`src/rtl/multicycle_controller_if.sv`:
```
// Shared memory-port handshake between the multicycle controller and memory.
// mem_req stays high until the cycle mem_ready=1; that cycle completes the access.
interface multicycle_controller_if;
  logic mem_req;
  logic mem_we;
  logic iord;
  logic mem_ready;

  modport master (output mem_req, output mem_we, output iord, input mem_ready);
  modport slave  (input mem_req, input mem_we, input iord, output mem_ready);
endinterface

```
`src/rtl/multicycle_controller.sv`:
```
// Multicycle FSM sequencing a MIPS subset over FETCH/DECODE/EXEC/MEM/WB,
// arbitrating one memory port and flagging illegal opcodes and memory timeouts.
module multicycle_controller #(
  parameter int unsigned MEM_TIMEOUT = 15
) (
  input  logic                    clk,
  input  logic                    rst_n,
  input  logic [5:0]              opcode,
  input  logic [5:0]              funct,
  input  logic                    alu_zero,
  multicycle_controller_if.master mem,
  output logic                    ir_write,
  output logic                    mdr_write,
  output logic                    pc_write,
  output logic [1:0]              pc_src,
  output logic [3:0]              alu_op,
  output logic                    alu_src_imm,
  output logic                    reg_write,
  output logic                    reg_dst,
  output logic                    mem_to_reg,
  output logic [2:0]              state,
  output logic                    illegal,
  output logic                    timeout,
  output logic [31:0]             instr_count
);

  typedef enum logic [2:0] {
    S_IDLE = 3'd0, S_FETCH = 3'd1, S_DECODE = 3'd2, S_EXEC = 3'd3,
    S_MEM  = 3'd4, S_WB    = 3'd5, S_HALT   = 3'd7
  } state_e;

  typedef enum logic [2:0] {
    C_NONE, C_ADD, C_SUB, C_AND, C_ADDI, C_LW, C_SW, C_BEQ
  } class_e;

  localparam logic [5:0] OP_J = 6'h02;
  // A wait cycle that would bring the count to MEM_TIMEOUT halts instead.
  localparam logic [7:0] WAIT_LIMIT = 8'(MEM_TIMEOUT - 1);

  state_e      state_q, state_d;
  class_e      class_q, class_d;
  class_e      dec_class;
  logic [7:0]  wait_q, wait_d;
  logic [31:0] instr_count_q;
  logic        retire;

  function automatic class_e decode_class(input logic [5:0] op, input logic [5:0] fn);
    class_e c;
    c = C_NONE;
    case (op)
      6'h00: begin
        case (fn)
          6'h20, 6'h21: c = C_ADD;
          6'h22:        c = C_SUB;
          6'h24:        c = C_AND;
          default:      c = C_NONE;
        endcase
      end
      6'h08:   c = C_ADDI;
      6'h23:   c = C_LW;
      6'h2B:   c = C_SW;
      6'h04:   c = C_BEQ;
      default: c = C_NONE;
    endcase
    return c;
  endfunction

  function automatic logic [3:0] alu_op_for(input class_e c);
    case (c)
      C_SUB:   return 4'b0001;
      C_AND:   return 4'b0010;
      C_BEQ:   return 4'b1001;
      default: return 4'b0000;
    endcase
  endfunction

  always_comb begin
    state_d     = state_q;
    class_d     = class_q;
    wait_d      = wait_q;
    retire      = 1'b0;
    dec_class   = decode_class(opcode, funct);
    mem.mem_req = 1'b0;
    mem.mem_we  = 1'b0;
    mem.iord    = 1'b0;
    ir_write    = 1'b0;
    mdr_write   = 1'b0;
    pc_write    = 1'b0;
    pc_src      = 2'd0;
    alu_op      = 4'b0000;
    alu_src_imm = 1'b0;
    reg_write   = 1'b0;
    reg_dst     = 1'b0;
    mem_to_reg  = 1'b0;
    illegal     = 1'b0;
    case (state_q)
      S_IDLE: begin
        state_d = S_FETCH;
        wait_d  = '0;
      end
      S_FETCH: begin
        mem.mem_req = 1'b1;
        if (mem.mem_ready) begin
          ir_write = 1'b1;
          pc_write = 1'b1;
          state_d  = S_DECODE;
        end else if (wait_q == WAIT_LIMIT) begin
          state_d = S_HALT;
        end else begin
          wait_d = wait_q + 8'd1;
        end
      end
      S_DECODE: begin
        class_d = dec_class;
        if (opcode == OP_J) begin
          pc_write = 1'b1;
          pc_src   = 2'd2;
          retire   = 1'b1;
          state_d  = S_FETCH;
          wait_d   = '0;
        end else if (dec_class == C_NONE) begin
          illegal = 1'b1;
          state_d = S_FETCH;
          wait_d  = '0;
        end else begin
          state_d = S_EXEC;
        end
      end
      S_EXEC: begin
        alu_op      = alu_op_for(class_q);
        alu_src_imm = class_q inside {C_ADDI, C_LW, C_SW};
        case (class_q)
          C_LW, C_SW: begin
            state_d = S_MEM;
            wait_d  = '0;
          end
          C_BEQ: begin
            if (alu_zero) begin
              pc_write = 1'b1;
              pc_src   = 2'd1;
            end
            retire  = 1'b1;
            state_d = S_FETCH;
            wait_d  = '0;
          end
          default: state_d = S_WB;
        endcase
      end
      S_MEM: begin
        mem.mem_req = 1'b1;
        mem.iord    = 1'b1;
        mem.mem_we  = (class_q == C_SW);
        alu_src_imm = 1'b1;
        if (mem.mem_ready) begin
          if (class_q == C_SW) begin
            retire  = 1'b1;
            state_d = S_FETCH;
            wait_d  = '0;
          end else begin
            mdr_write = 1'b1;
            state_d   = S_WB;
          end
        end else if (wait_q == WAIT_LIMIT) begin
          state_d = S_HALT;
        end else begin
          wait_d = wait_q + 8'd1;
        end
      end
      S_WB: begin
        reg_write  = 1'b1;
        reg_dst    = class_q inside {C_ADD, C_SUB, C_AND};
        mem_to_reg = (class_q == C_LW);
        if (class_q != C_LW) begin
          alu_op      = alu_op_for(class_q);
          alu_src_imm = (class_q == C_ADDI);
        end
        retire  = 1'b1;
        state_d = S_FETCH;
        wait_d  = '0;
      end
      S_HALT: begin
      end
      default: state_d = S_IDLE;
    endcase
  end

  always_ff @(posedge clk or negedge rst_n) begin
    if (!rst_n) begin
      state_q       <= S_IDLE;
      class_q       <= C_NONE;
      wait_q        <= '0;
      instr_count_q <= '0;
    end else begin
      state_q       <= state_d;
      class_q       <= class_d;
      wait_q        <= wait_d;
      instr_count_q <= instr_count_q + {31'd0, retire};
    end
  end

  assign state       = state_q;
  assign timeout     = (state_q == S_HALT);
  assign instr_count = instr_count_q;

endmodule

```
`src/flat_wrapper.sv`:
```
// flat-port wrapper written by rule: the top's interface ports become plain ports
module multicycle_controller_flat 
#(
  parameter int unsigned MEM_TIMEOUT = 15
)
  (clk, rst_n, opcode, funct, alu_zero, ir_write, mdr_write, pc_write, pc_src, alu_op, alu_src_imm, reg_write, reg_dst, mem_to_reg, state, illegal, timeout, instr_count, mem_mem_req, mem_mem_we, mem_iord, mem_mem_ready);
  multicycle_controller_if mem_i ();
  input  logic clk;
  input  logic rst_n;
  input  logic [5:0] opcode;
  input  logic [5:0] funct;
  input  logic alu_zero;
  output logic ir_write;
  output logic mdr_write;
  output logic pc_write;
  output logic [1:0] pc_src;
  output logic [3:0] alu_op;
  output logic alu_src_imm;
  output logic reg_write;
  output logic reg_dst;
  output logic mem_to_reg;
  output logic [2:0] state;
  output logic illegal;
  output logic timeout;
  output logic [31:0] instr_count;
  output wire logic [$bits(mem_i.mem_req)-1:0] mem_mem_req;
  output wire logic [$bits(mem_i.mem_we)-1:0] mem_mem_we;
  output wire logic [$bits(mem_i.iord)-1:0] mem_iord;
  input wire logic [$bits(mem_i.mem_ready)-1:0] mem_mem_ready;
  assign mem_mem_req = mem_i.mem_req;
  assign mem_mem_we = mem_i.mem_we;
  assign mem_iord = mem_i.iord;
  assign mem_i.mem_ready = mem_mem_ready;
  multicycle_controller #(.MEM_TIMEOUT(MEM_TIMEOUT)) u_core (.clk(clk), .rst_n(rst_n), .opcode(opcode), .funct(funct), .alu_zero(alu_zero), .mem(mem_i), .ir_write(ir_write), .mdr_write(mdr_write), .pc_write(pc_write), .pc_src(pc_src), .alu_op(alu_op), .alu_src_imm(alu_src_imm), .reg_write(reg_write), .reg_dst(reg_dst), .mem_to_reg(mem_to_reg), .state(state), .illegal(illegal), .timeout(timeout), .instr_count(instr_count));
endmodule
```
`config.mk`:
```
export PLATFORM = sky130hd
export DESIGN_NAME = multicycle_controller_flat
export DESIGN_NICKNAME = d
export VERILOG_FILES = /design/src/rtl/multicycle_controller_if.sv /design/src/rtl/multicycle_controller.sv /design/src/flat_wrapper.sv
export SDC_FILE = /design/constraint.sdc
export NUM_CORES = 1
export LEC_CHECK = 0
export CAP_MARGIN = 20
export CORE_MARGIN = 1.5
export CORE_UTILIZATION = 44
export CTS_CLUSTER_DIAMETER = 40
export DETAILED_ROUTE_END_ITERATION = 12
export GPL_ROUTABILITY_DRIVEN = 0
export PLACE_DENSITY = 0.83
export SETUP_SLACK_MARGIN = 0.5
export SYNTH_ARGS = -nofsm -noshare
export SYNTH_HDL_FRONTEND = slang
export SYNTH_SLANG_ARGS = --single-unit
```
`constraint.sdc`:
```
create_clock -name clk -period 2.7 [get_ports clk]
set_clock_uncertainty 0.05 [all_clocks]
set_input_delay 0.27 -clock clk [delete_from_list [all_inputs] [get_ports clk]]
set_output_delay 0.27 -clock clk [all_outputs]
set_load 0.02 [all_outputs]
```
==> flow_metrics.py <==
metrics = {
    "setup_path": {
        "cp-end-kind": "register",
        "critical_path_class": "reg2reg",
        "required_ps": 2840,
        "arrival_ps": 2340,
        "cp-start-kind": "register",
        "critPathMaxFanout": 6,
    },
    "drt": {
        "wl_mm": 6.79,
        "routedWlPerCell_um": 15.2,
        "drc_errors": 0,
        "first_iter_violations": 109,
        "drt_pre_antenna_iters": 4,
        "via_per_inst": 5.65,
        "via_count": 2522,
        "antenna_left": 0,
    },
    "clock_network": {
        "clk_pin_slew_worst_paths_ps": 90,
        "cts_max_level": 2,
        "numCtsBuffers": 5,
        "cts-root-buf": "clkbuf_8",
        "clkSinkCount": 46,
        "clock_path_buffers": 2,
        "clk_latency_ps": 300,
        "cts_tree": "yes",
    },
    "global_route": {
        "grt_overflow": 0,
        "grt_max_degree": 27,
        "grt_usage": 0.220,
        "grt_antenna_before_repair": 0,
        "grt_pass1_vias": 2369,
        "grt_pass1_wl_mm": 11.1,
    },
    "yosys": {
        "synthesis.nets": 294,
        "ys_types": 54,
        "ys_warn_count": 0,
        "syn_inst": 274,
        "async_flop_share": 1.00,
        "ys_ff_latch": 46,
        "ys_seq_area_frac": 0.444,
        "synth.cell_area_um2": 2590,
        "synth_edf_count": 0,
        "syn_avg_cell_area_um2": 9.47,
        "ys.flop_type": "dfrtp_1",
    },
    "die": {
        "core_area_um2": 5610,
        "start_util": 0.463,
        "num_rows": 27,
        "die_area_um2": 6360,
        "fp.dieW_um": 79.8,
        "die_h_um": 79.8,
        "ios": 69,
    },
    "finish": {
        "most-common-layout-cells": "clkdlybuf4s50_1, dfrtp_1, buf_4",
        "num_antenna_cells": 0,
        "fin_area_um2": 3850,
        "area_growth_pct": 48.5,
        "final_common_cell": "clkdlybuf4s50_1",
        "ff_latch_area_um2": 1160,
        "nFillCells": 433,
        "final_util": 0.687,
        "fin_nets": 393,
        "multi_input_area_um2": 1540,
        "layout.cells.non_filler": 446,
        "drive_above_1_share": 0.246,
    },
    "placed_design": {
        "numPlacedInstances": 416,
        "dpl_cell_area_um2": 3480,
        "preCtsSetupSlack_ps": -174,
        "hpwl_mm": 4.61,
        "portBuffers": 67,
    },
    "min_path": {
        "worstHoldPathType": "in2async",
    },
    "power_and_ir_drop": {
        "leakage_nw": 1.70,
        "p_per_area_nw_per_um2": 748,
        "total_power_mw": 2.88,
        "ir_worst_vdd_v": 0.000641,
    },
    "outcome": {
        "status": "finished, final reports clean",
    },
    "sta": {
        "max_slew.worst_pin.slew_ps": 500,
        "setup_viol": 0,
        "final.setup.worst_slack_ps": 501,
        "finalMaxSlewViolations": 0,
        "relSlewSlack": 0.664,
        "post-route-period-util": 0.814,
        "rsz0062_at_grt": "true",
        "finalHoldViolations": 0,
        "fmax_mhz": 455,
        "period_minus_slack_ps": 2200,
    },
    "flow_run": {
        "cap_violations": 0,
    },
}
kinds of logic after synthesis:
group,count (synthesis),share of synthesized area
buffers and inverters,18,0.0304
DFF,46,0.444
and+or+nand+nor,123,0.253
adders and majority gates,5,0.0232
muxes,3,0.0125
AOI/OAI and AO/OA,44,0.121
other,1,0.00145
xor gates and xnor gates,34,0.115
metrics by stage:
| stage | hold slack (ps) | setup TNS [ps] |
|---|---|---|
| floorplan | -75.6 | 0 |
| global placement | 215 | -651 |
| detailed placement | 220 | -1990 |
| CTS | 434 | 0 |
| global route | 448 | 0 |
| finish | 416 | 0 |
cell usage after synthesis, types with 2 or more instances:
library cell,n,share of area
o21bai_1,2,0.0058
a21oi_1,5,0.0096
nand3_1,22,0.042
mux2_2,2,0.0087
or3_1,2,0.0048
nand2_1,25,0.036
o31ai_1,6,0.017
and2_1,5,0.012
nor4_1,2,0.0048
o22ai_1,3,0.0072
xnor2_1,27,0.091
nor2_1,18,0.026
a21o_1,3,0.0087
a211oi_1,2,0.0058
ha_1,4,0.019
a31oi_1,2,0.0048
or4_1,2,0.0058
nor2b_1,3,0.0072
and4_1,2,0.0068
nand4_1,9,0.022
buf_2,6,0.012
dfrtp_1,46,0.44
nor3_1,15,0.029
nand3b_1,2,0.0058
and3_1,4,0.0096
xor2_1,7,0.024
inv_1,8,0.012
o21ai_0,9,0.017
clkbuf_1,3,0.0043
o311ai_0,2,0.0068
nand4b_1,2,0.0068
o22a_1,2,0.0068
state kept, by name, summed over array words and instances (netlist names):
| register | cells |
|---|---|
| u_core.wait_q | 8 |
| u_core.instr_count | 32 |
| u_core.class_q | 3 |
| u_core.state | 3 |
timing repair:
item                                    in CTS  in global routing
buffers inserted                            14                  7
hold buffers                                 1                  0
hold endpoints to repair                    20                  0
endpoints found under the setup margin      40                 35
gates cloned                                 0                  0
pin swaps                                    6                  5
resized for setup                           37                 19
routing by layer:
layer  global-route usage  vias up  part of all wire
met5                    0        -                 0
met4               0.0690        0             0.010
li1                     -     1197                 -
met3               0.0411        8             0.061
met2                0.376      106              0.50
met1                0.282     1211              0.43
final timing paths:
| path | from | to | slack (ps) | cells after the start |
|---|---|---|---|---|
| hold reg to reg | u_core.instr_count[25] | u_core.instr_count[25] | 450 | 1 |
| setup / recovery | u_core.state[1] | u_core.instr_count[22] | 500 | 11 |
| setup reg to reg | u_core.state[1] | u_core.instr_count[22] | 500 | 11 |
| max in group asynchronous | rst_n | u_core.instr_count[8] | 1480 | 3 |
| min in group clk | u_core.instr_count[25] | u_core.instr_count[25] | 450 | 1 |
| hold / removal | rst_n | u_core.wait_q[5] | 420 | 2 |
worst max-delay path: stages, from the launching register on:
cell and delay, ps:
dfrtp_2 410, or2b_4 300, nor2_4 100, nand3_2 90, o311ai_2 90, ha_2 280, ha_4 160, nand2_4 70
nor2_4 100, and2_4 200, nand3_2 90, xnor2_1 130
layout make-up:
cell class                      instances  area share
Clock buffer                            6      0.0188
Clock inverter                          2     0.00974
Inverter                                8     0.00779
Multi-Input combinational cell        210       0.400
Sequential cell                        46       0.301
Tap cell                               72      0.0234
Timing Repair Buffer                  102       0.239
power by group:
group | switching [mW] | internal (mW)
combinational | 0.766 | 0.662
clock | 0.234 | 0.276
sequential | 0.149 | 0.794
total | 1.15 | 1.73
Note: power is estimated with default switching activity, not from simulation.
